<file path="src/rtl/free_list_if.sv">
// rtl/free_list_if.sv - free-list handshake bundle and shared width/branch-state macros
`ifndef LRF_IDX_W
`define LRF_IDX_W 5
`endif
`ifndef PRF_IDX_W
`define PRF_IDX_W 6
`endif
`ifndef BR_STATE_W
`define BR_STATE_W 2
`endif
`ifndef BR_NONE
`define BR_NONE 2'd0
`endif
`ifndef BR_PR_CORRECT
`define BR_PR_CORRECT 2'd1
`endif
`ifndef BR_PR_WRONG
`define BR_PR_WRONG 2'd2
`endif

interface free_list_if;
  logic                   pop_i;
  logic                   push_i;
  logic [`PRF_IDX_W-1:0]  push_prf_i;
  logic [`BR_STATE_W-1:0] br_state_i;
  logic [`LRF_IDX_W-1:0]  rc_fl_head_i;
  logic [`PRF_IDX_W-1:0]  free_prf_o;
  logic                   empty_o;
  logic [`LRF_IDX_W-1:0]  bak_fl_head_o;
  logic [`LRF_IDX_W:0]    count_o;

  modport master (
    output pop_i, push_i, push_prf_i, br_state_i, rc_fl_head_i,
    input  free_prf_o, empty_o, bak_fl_head_o, count_o
  );

  modport slave (
    input  pop_i, push_i, push_prf_i, br_state_i, rc_fl_head_i,
    output free_prf_o, empty_o, bak_fl_head_o, count_o
  );
endinterface

</file>
<file path="src/rtl/free_list.sv">
// rtl/free_list.sv - circular PRF-tag free list with branch-mispredict head recovery
// Optional FL_BYPASS_EN: an empty list serves a same-cycle pop straight from the push tag.
module free_list #(
  parameter int FL_DEPTH = 32,
  parameter int PRF_BASE = 32
) (
  input logic       clk,
  input logic       rst,
  free_list_if.slave fl
);

  localparam int LW = `LRF_IDX_W;
  localparam int PW = `PRF_IDX_W;
  localparam int CW = `LRF_IDX_W + 1;
  localparam logic [CW-1:0] FULL     = CW'(FL_DEPTH);
  localparam logic [CW-1:0] CNT_ONE  = CW'(1);
  localparam logic [LW-1:0] PTR_ONE  = LW'(1);

  logic [PW-1:0] entry [FL_DEPTH];
  logic [LW-1:0] head;
  logic [LW-1:0] tail;
  logic [CW-1:0] count;

  logic          mispredict;
  logic          is_empty;
  logic          bypass;
  logic          push_ok;
  logic          pop_ok;
  logic [LW-1:0] rc_dist;
  logic [CW-1:0] rc_count;
  logic [CW-1:0] count_d;

  assign mispredict = (fl.br_state_i == `BR_PR_WRONG);
  assign is_empty   = (count == '0);

`ifdef FL_BYPASS_EN
  assign bypass = is_empty & fl.push_i & fl.pop_i & ~mispredict;
`else
  assign bypass = 1'b0;
`endif

  // A push into a full list is dropped so the count can never exceed the depth.
  assign push_ok = fl.push_i & (count != FULL);
  assign pop_ok  = fl.pop_i & ~mispredict & (~is_empty | bypass);

  // Recovered occupancy is the distance from the restored head to the pre-push tail;
  // a zero distance with no push means every slot was outstanding, i.e. a full list.
  assign rc_dist  = tail - fl.rc_fl_head_i;
  assign rc_count = (rc_dist == '0 && !push_ok) ? FULL
                  : ({1'b0, rc_dist} + (push_ok ? CNT_ONE : '0));

  always_comb begin
    count_d = count;
    if (mispredict) begin
      count_d = rc_count;
    end else begin
      case ({push_ok, pop_ok})
        2'b10:   count_d = count + CNT_ONE;
        2'b01:   count_d = count - CNT_ONE;
        default: count_d = count;
      endcase
    end
  end

  always_ff @(posedge clk or negedge rst) begin
    if (!rst) begin
      for (int i = 0; i < FL_DEPTH; i++) begin
        entry[i] <= PW'(PRF_BASE + i);
      end
      head  <= '0;
      tail  <= '0;
      count <= FULL;
    end else begin
      if (push_ok) begin
        entry[tail] <= fl.push_prf_i;
        tail        <= tail + PTR_ONE;
      end
      if (mispredict) begin
        head <= fl.rc_fl_head_i;
      end else if (pop_ok) begin
        head <= head + PTR_ONE;
      end
      count <= count_d;
    end
  end

  assign fl.free_prf_o    = bypass ? fl.push_prf_i : entry[head];
  assign fl.empty_o       = is_empty & ~bypass;
  assign fl.bak_fl_head_o = head;
  assign fl.count_o       = count;

  no_push_when_full: assert property (@(posedge clk) disable iff (!rst)
    !(fl.push_i && count == FULL));

endmodule

</file>
<file path="src/flat_wrapper.sv">
// flat-port wrapper written by rule: the top's interface ports become plain ports
module free_list_flat 
#(
  parameter int FL_DEPTH = 32,
  parameter int PRF_BASE = 32
)
  (clk, rst, fl_pop_i, fl_push_i, fl_push_prf_i, fl_br_state_i, fl_rc_fl_head_i, fl_free_prf_o, fl_empty_o, fl_bak_fl_head_o, fl_count_o);
  free_list_if fl_i ();
  input logic clk;
  input logic rst;
  input wire logic [$bits(fl_i.pop_i)-1:0] fl_pop_i;
  input wire logic [$bits(fl_i.push_i)-1:0] fl_push_i;
  input wire logic [$bits(fl_i.push_prf_i)-1:0] fl_push_prf_i;
  input wire logic [$bits(fl_i.br_state_i)-1:0] fl_br_state_i;
  input wire logic [$bits(fl_i.rc_fl_head_i)-1:0] fl_rc_fl_head_i;
  output wire logic [$bits(fl_i.free_prf_o)-1:0] fl_free_prf_o;
  output wire logic [$bits(fl_i.empty_o)-1:0] fl_empty_o;
  output wire logic [$bits(fl_i.bak_fl_head_o)-1:0] fl_bak_fl_head_o;
  output wire logic [$bits(fl_i.count_o)-1:0] fl_count_o;
  assign fl_i.pop_i = fl_pop_i;
  assign fl_i.push_i = fl_push_i;
  assign fl_i.push_prf_i = fl_push_prf_i;
  assign fl_i.br_state_i = fl_br_state_i;
  assign fl_i.rc_fl_head_i = fl_rc_fl_head_i;
  assign fl_free_prf_o = fl_i.free_prf_o;
  assign fl_empty_o = fl_i.empty_o;
  assign fl_bak_fl_head_o = fl_i.bak_fl_head_o;
  assign fl_count_o = fl_i.count_o;
  free_list #(.FL_DEPTH(FL_DEPTH), .PRF_BASE(PRF_BASE)) u_core (.clk(clk), .rst(rst), .fl(fl_i));
endmodule
</file>
<file path="config.mk">
export PLATFORM = sky130hd
export DESIGN_NAME = free_list_flat
export DESIGN_NICKNAME = d
export VERILOG_FILES = /design/src/rtl/free_list_if.sv /design/src/rtl/free_list.sv /design/src/flat_wrapper.sv
export SDC_FILE = /design/constraint.sdc
export NUM_CORES = 1
export LEC_CHECK = 0
export CAP_MARGIN = 10
export CORE_MARGIN = 2
export CORE_UTILIZATION = 25
export DETAILED_ROUTE_END_ITERATION = 7
export PLACE_DENSITY = 0.47
export REMOVE_ABC_BUFFERS = 1
export SLEW_MARGIN = 5
export SYNTH_ARGS = -nofsm -noshare
export SYNTH_HDL_FRONTEND = slang
export SYNTH_SLANG_ARGS = --single-unit
</file>
<file path="constraint.sdc">
create_clock -name clk -period 3.6 [get_ports clk]
set_clock_uncertainty 0.05 [all_clocks]
set_input_delay 0.72 -clock clk [delete_from_list [all_inputs] [get_ports clk]]
set_output_delay 0.72 -clock clk [all_outputs]
set_load 0.05 [all_outputs]
</file>
==> flow_metrics.tcl <==
set metrics [dict create \
    synth_enable_flop_cells 0 \
    crit_fanout 5 \
    cpPeakStageDelay_ns 0.53 \
    synth_ff_type "dfstp_2" \
    numCtsBuffers 25 \
    hold_violations 0 \
    ys_top_cells_by_area "dfstp_2, dfrtp_1, mux2_2" \
    die_h_um 207.0 \
    grt_pass1_vias 6124 \
    antenna_found_initial 0 \
    relSlewSlack_pct 46.34 \
    dp_hpwl_mm 15.67 \
    viasPerCell 4.553 \
    rsz0062_at_grt "true" \
    io_buffer_count 34 \
    grt_max_degree 98 \
    cts_root_buf "clkbuf_16" \
    syn_inst 693 \
    dr.first_iter.drc_count 286 \
    final_nets 782 \
    grt-busiest-layer "met2" \
    instances_no_fill 1301 \
    cp_top_family "multiplexers" \
    grt_use_met2_pct 18.30 \
    grt.overflow.total 0 \
    fin_crit_ns 3.591 \
    ys_seq_elements 208 \
    synth.most_common_cell "mux2_2" \
    routed_wl_mm 24.93 \
    critPathCaptureType "output pin" \
    hold_ws_ns 0.05671 \
    seq_area_frac_synth_pct 51.90 \
    cp.required_ns 2.83 \
    syn_avg_cell_area_um2 14.86 \
    period_share_pct 99.76 \
    tightest_slew_ns 0.8049 \
    synth_top_area_cell "dfstp_2" \
    drc_errors 0 \
    cts_hold_buf 0 \
    cp-start-kind "flop" \
    die_w_um 207.0 \
    fin_util_pct 30.44 \
    grtUsageMet3_pct 1.617 \
    final_antenna_net_count 0 \
    place_area_um2 11400 \
    clk_pin_slew_ns 0.05 \
    yosys_warnings 0 \
    grt_pass1_wl_mm 38.94 \
    hold_path.class "input pin to asynchronous set/reset pin" \
    cap_violations 0 \
    status "finished, final reports clean" \
    peakVddDrop_uv 834.5 \
    cts_sinks 208 \
    use_met1_pct 17.97 \
    fp.coreArea_um2 40740 \
    first_pass_iters 7 \
    crit_buf_inv 3 \
    r2r_slack_ns 0.64 \
    initial_core_util_pct 25.29 \
    critical_path_arrival_ns 2.82 \
    synth_commonest_cells "mux2_2, dfstp_2, dfrtp_1, mux4_2, nor2_1" \
    grt_use_total_pct 11.99 \
    layout-drive-gt1-share_pct 60.21 \
    syn_area_um2 10300 \
    synth_cell_type_count 48 \
    clkLatencyLatePin_ns 0.52 \
    crit_top_cell "mux4_2" \
    pin_count 35 \
    gp_congestion 0.7757 \
    die_area_um2 42840 \
    finalSetupViolCount 0 \
    vias 5923 \
    antenna_cells 0 \
    synth_top_cell_area_share_pct 28.82 \
    p_per_area_nw_per_um2 890.3 \
    place_inst 1246 \
    drt-wirelength-per-cell_um 19.16 \
    crit_type "flop to output pin" \
    fmax_mhz 278.5 \
    final_area_um2 12400 \
    synthArstFlopShare_pct 100.0 \
    path_cells "buf_6, buf_16, mux4_2, mux4_2, mux2_4, buf_8" \
    cts_tree "yes" \
    cts.htree.levels 1 \
    area_growth_pct 20.38 \
    row_count 74 \
    cpMaxStageDelayCell "mux4_2" \
    power.leakage_nw 5.017 \
    maxSlewViolCount 0 \
    clock_path_buffers 3 \
    setup_tns_ns 0 \
]
-- worst paths after layout --
check / start / end / cells after the start
worst max-delay path: u_core.fl.bak_fl_head_o[0] / fl_free_prf_o[1] / 6
worst min-delay path: rst / u_core.entry[32] / 1
worst max register to register: u_core.fl.count_o[1] / u_core.fl.count_o[4] / 12
worst min register to register: u_core.entry[109] / u_core.entry[109] / 1
max in group asynchronous: rst / u_core.entry[144] / 2
min in group clk: u_core.entry[109] / u_core.entry[109] / 1
-- cell type report --
cell class / instances / area, um^2
fillers: 4055 / 28340
repair buffers: 77 / 852.1
inverters: 14 / 52.55
clock buffers: 39 / 708.2
flip-flops and latches: 208 / 5351
clock inverters: 7 / 63.81
well taps: 532 / 665.6
multi-input cells: 424 / 4707
-- sequential cells by signal (all words and copies together) (netlist names) --
register,flops
u_core.entry,192
u_core.fl.bak_fl_head_o,5
u_core.tail,5
u_core.fl.count_o,6
-- logic make-up after synthesis --
family | count (synthesis) | share of synthesized area [%]
adder cells (fa/ha/maj) | 15 | 1.895
XOR/XNOR | 17 | 1.445
multiplexers | 260 | 34.96
buffers and inverters | 61 | 2.624
AO/OA/AOI/OAI | 36 | 2.381
AND/OR/NAND/NOR | 96 | 4.798
flip-flops | 208 | 51.90
-- metrics by stage --
step / setup WS [ns] / total power, W
after global placement: 0.3671 / 0.008380
after global routing: -0.06205 / 0.01169
after detailed placement: 0.3778 / 0.008418
final: 0.008747 / 0.01104
after CTS: -0.04466 / 0.01119
after floorplan: -1.018 / 0.007058
-- report_power, final --
group / leakage, nW / internal (W) / switching [W] / total, W
clock: 0.381 / 0.00142 / 0.000971 / 0.00239
sequential: 2.38 / 0.00362 / 0.000616 / 0.00423
combinational: 2.25 / 0.00235 / 0.00207 / 0.00442
-- metal layers --
layer | wire [um] | vias up
li1 | - | 2682
met1 | 12330 | 3105
met2 | 11140 | 106
met3 | 1049 | 30
met4 | 403 | 0
met5 | 0 | -
-- worst reg2reg max path, stage by stage, from the launching register on --
cell      delay, ns
dfrtp_1        0.51
nor4_4         0.32
and3_1         0.21
nand2b_1       0.13
nor2_1         0.07
ha_1           0.21
xor2_1         0.16
ha_1           0.24
a21o_1         0.18
a221o_1        0.33
a21oi_1        0.19
or4_1          0.13
o211ai_1       0.07
-- cell usage in the layout (no fill, tap or decap), types with 6 or more instances in the layout --
cell	n
o21ai_0	8
mux4_2	60
ha_1	14
xnor2_1	10
nor2_1	40
clkdlybuf4s50_1	27
buf_6	6
dfrtp_1	93
mux2_4	6
xor2_1	7
inv_1	14
mux2_2	192
dfstp_2	113
nand2_1	16
clkbuf_16	25
clkbuf_1	11
buf_4	32
buf_16	6
-- what timing repair did --
item / CTS / global route
buffers inserted: 4 / 1
setup endpoints to repair: 6 / 6
gates cloned: 4 / 0
gates resized for setup: 20 / 0
pin swaps: 0 / 0
No activity file was read; power rests on OpenSTA's default activity.
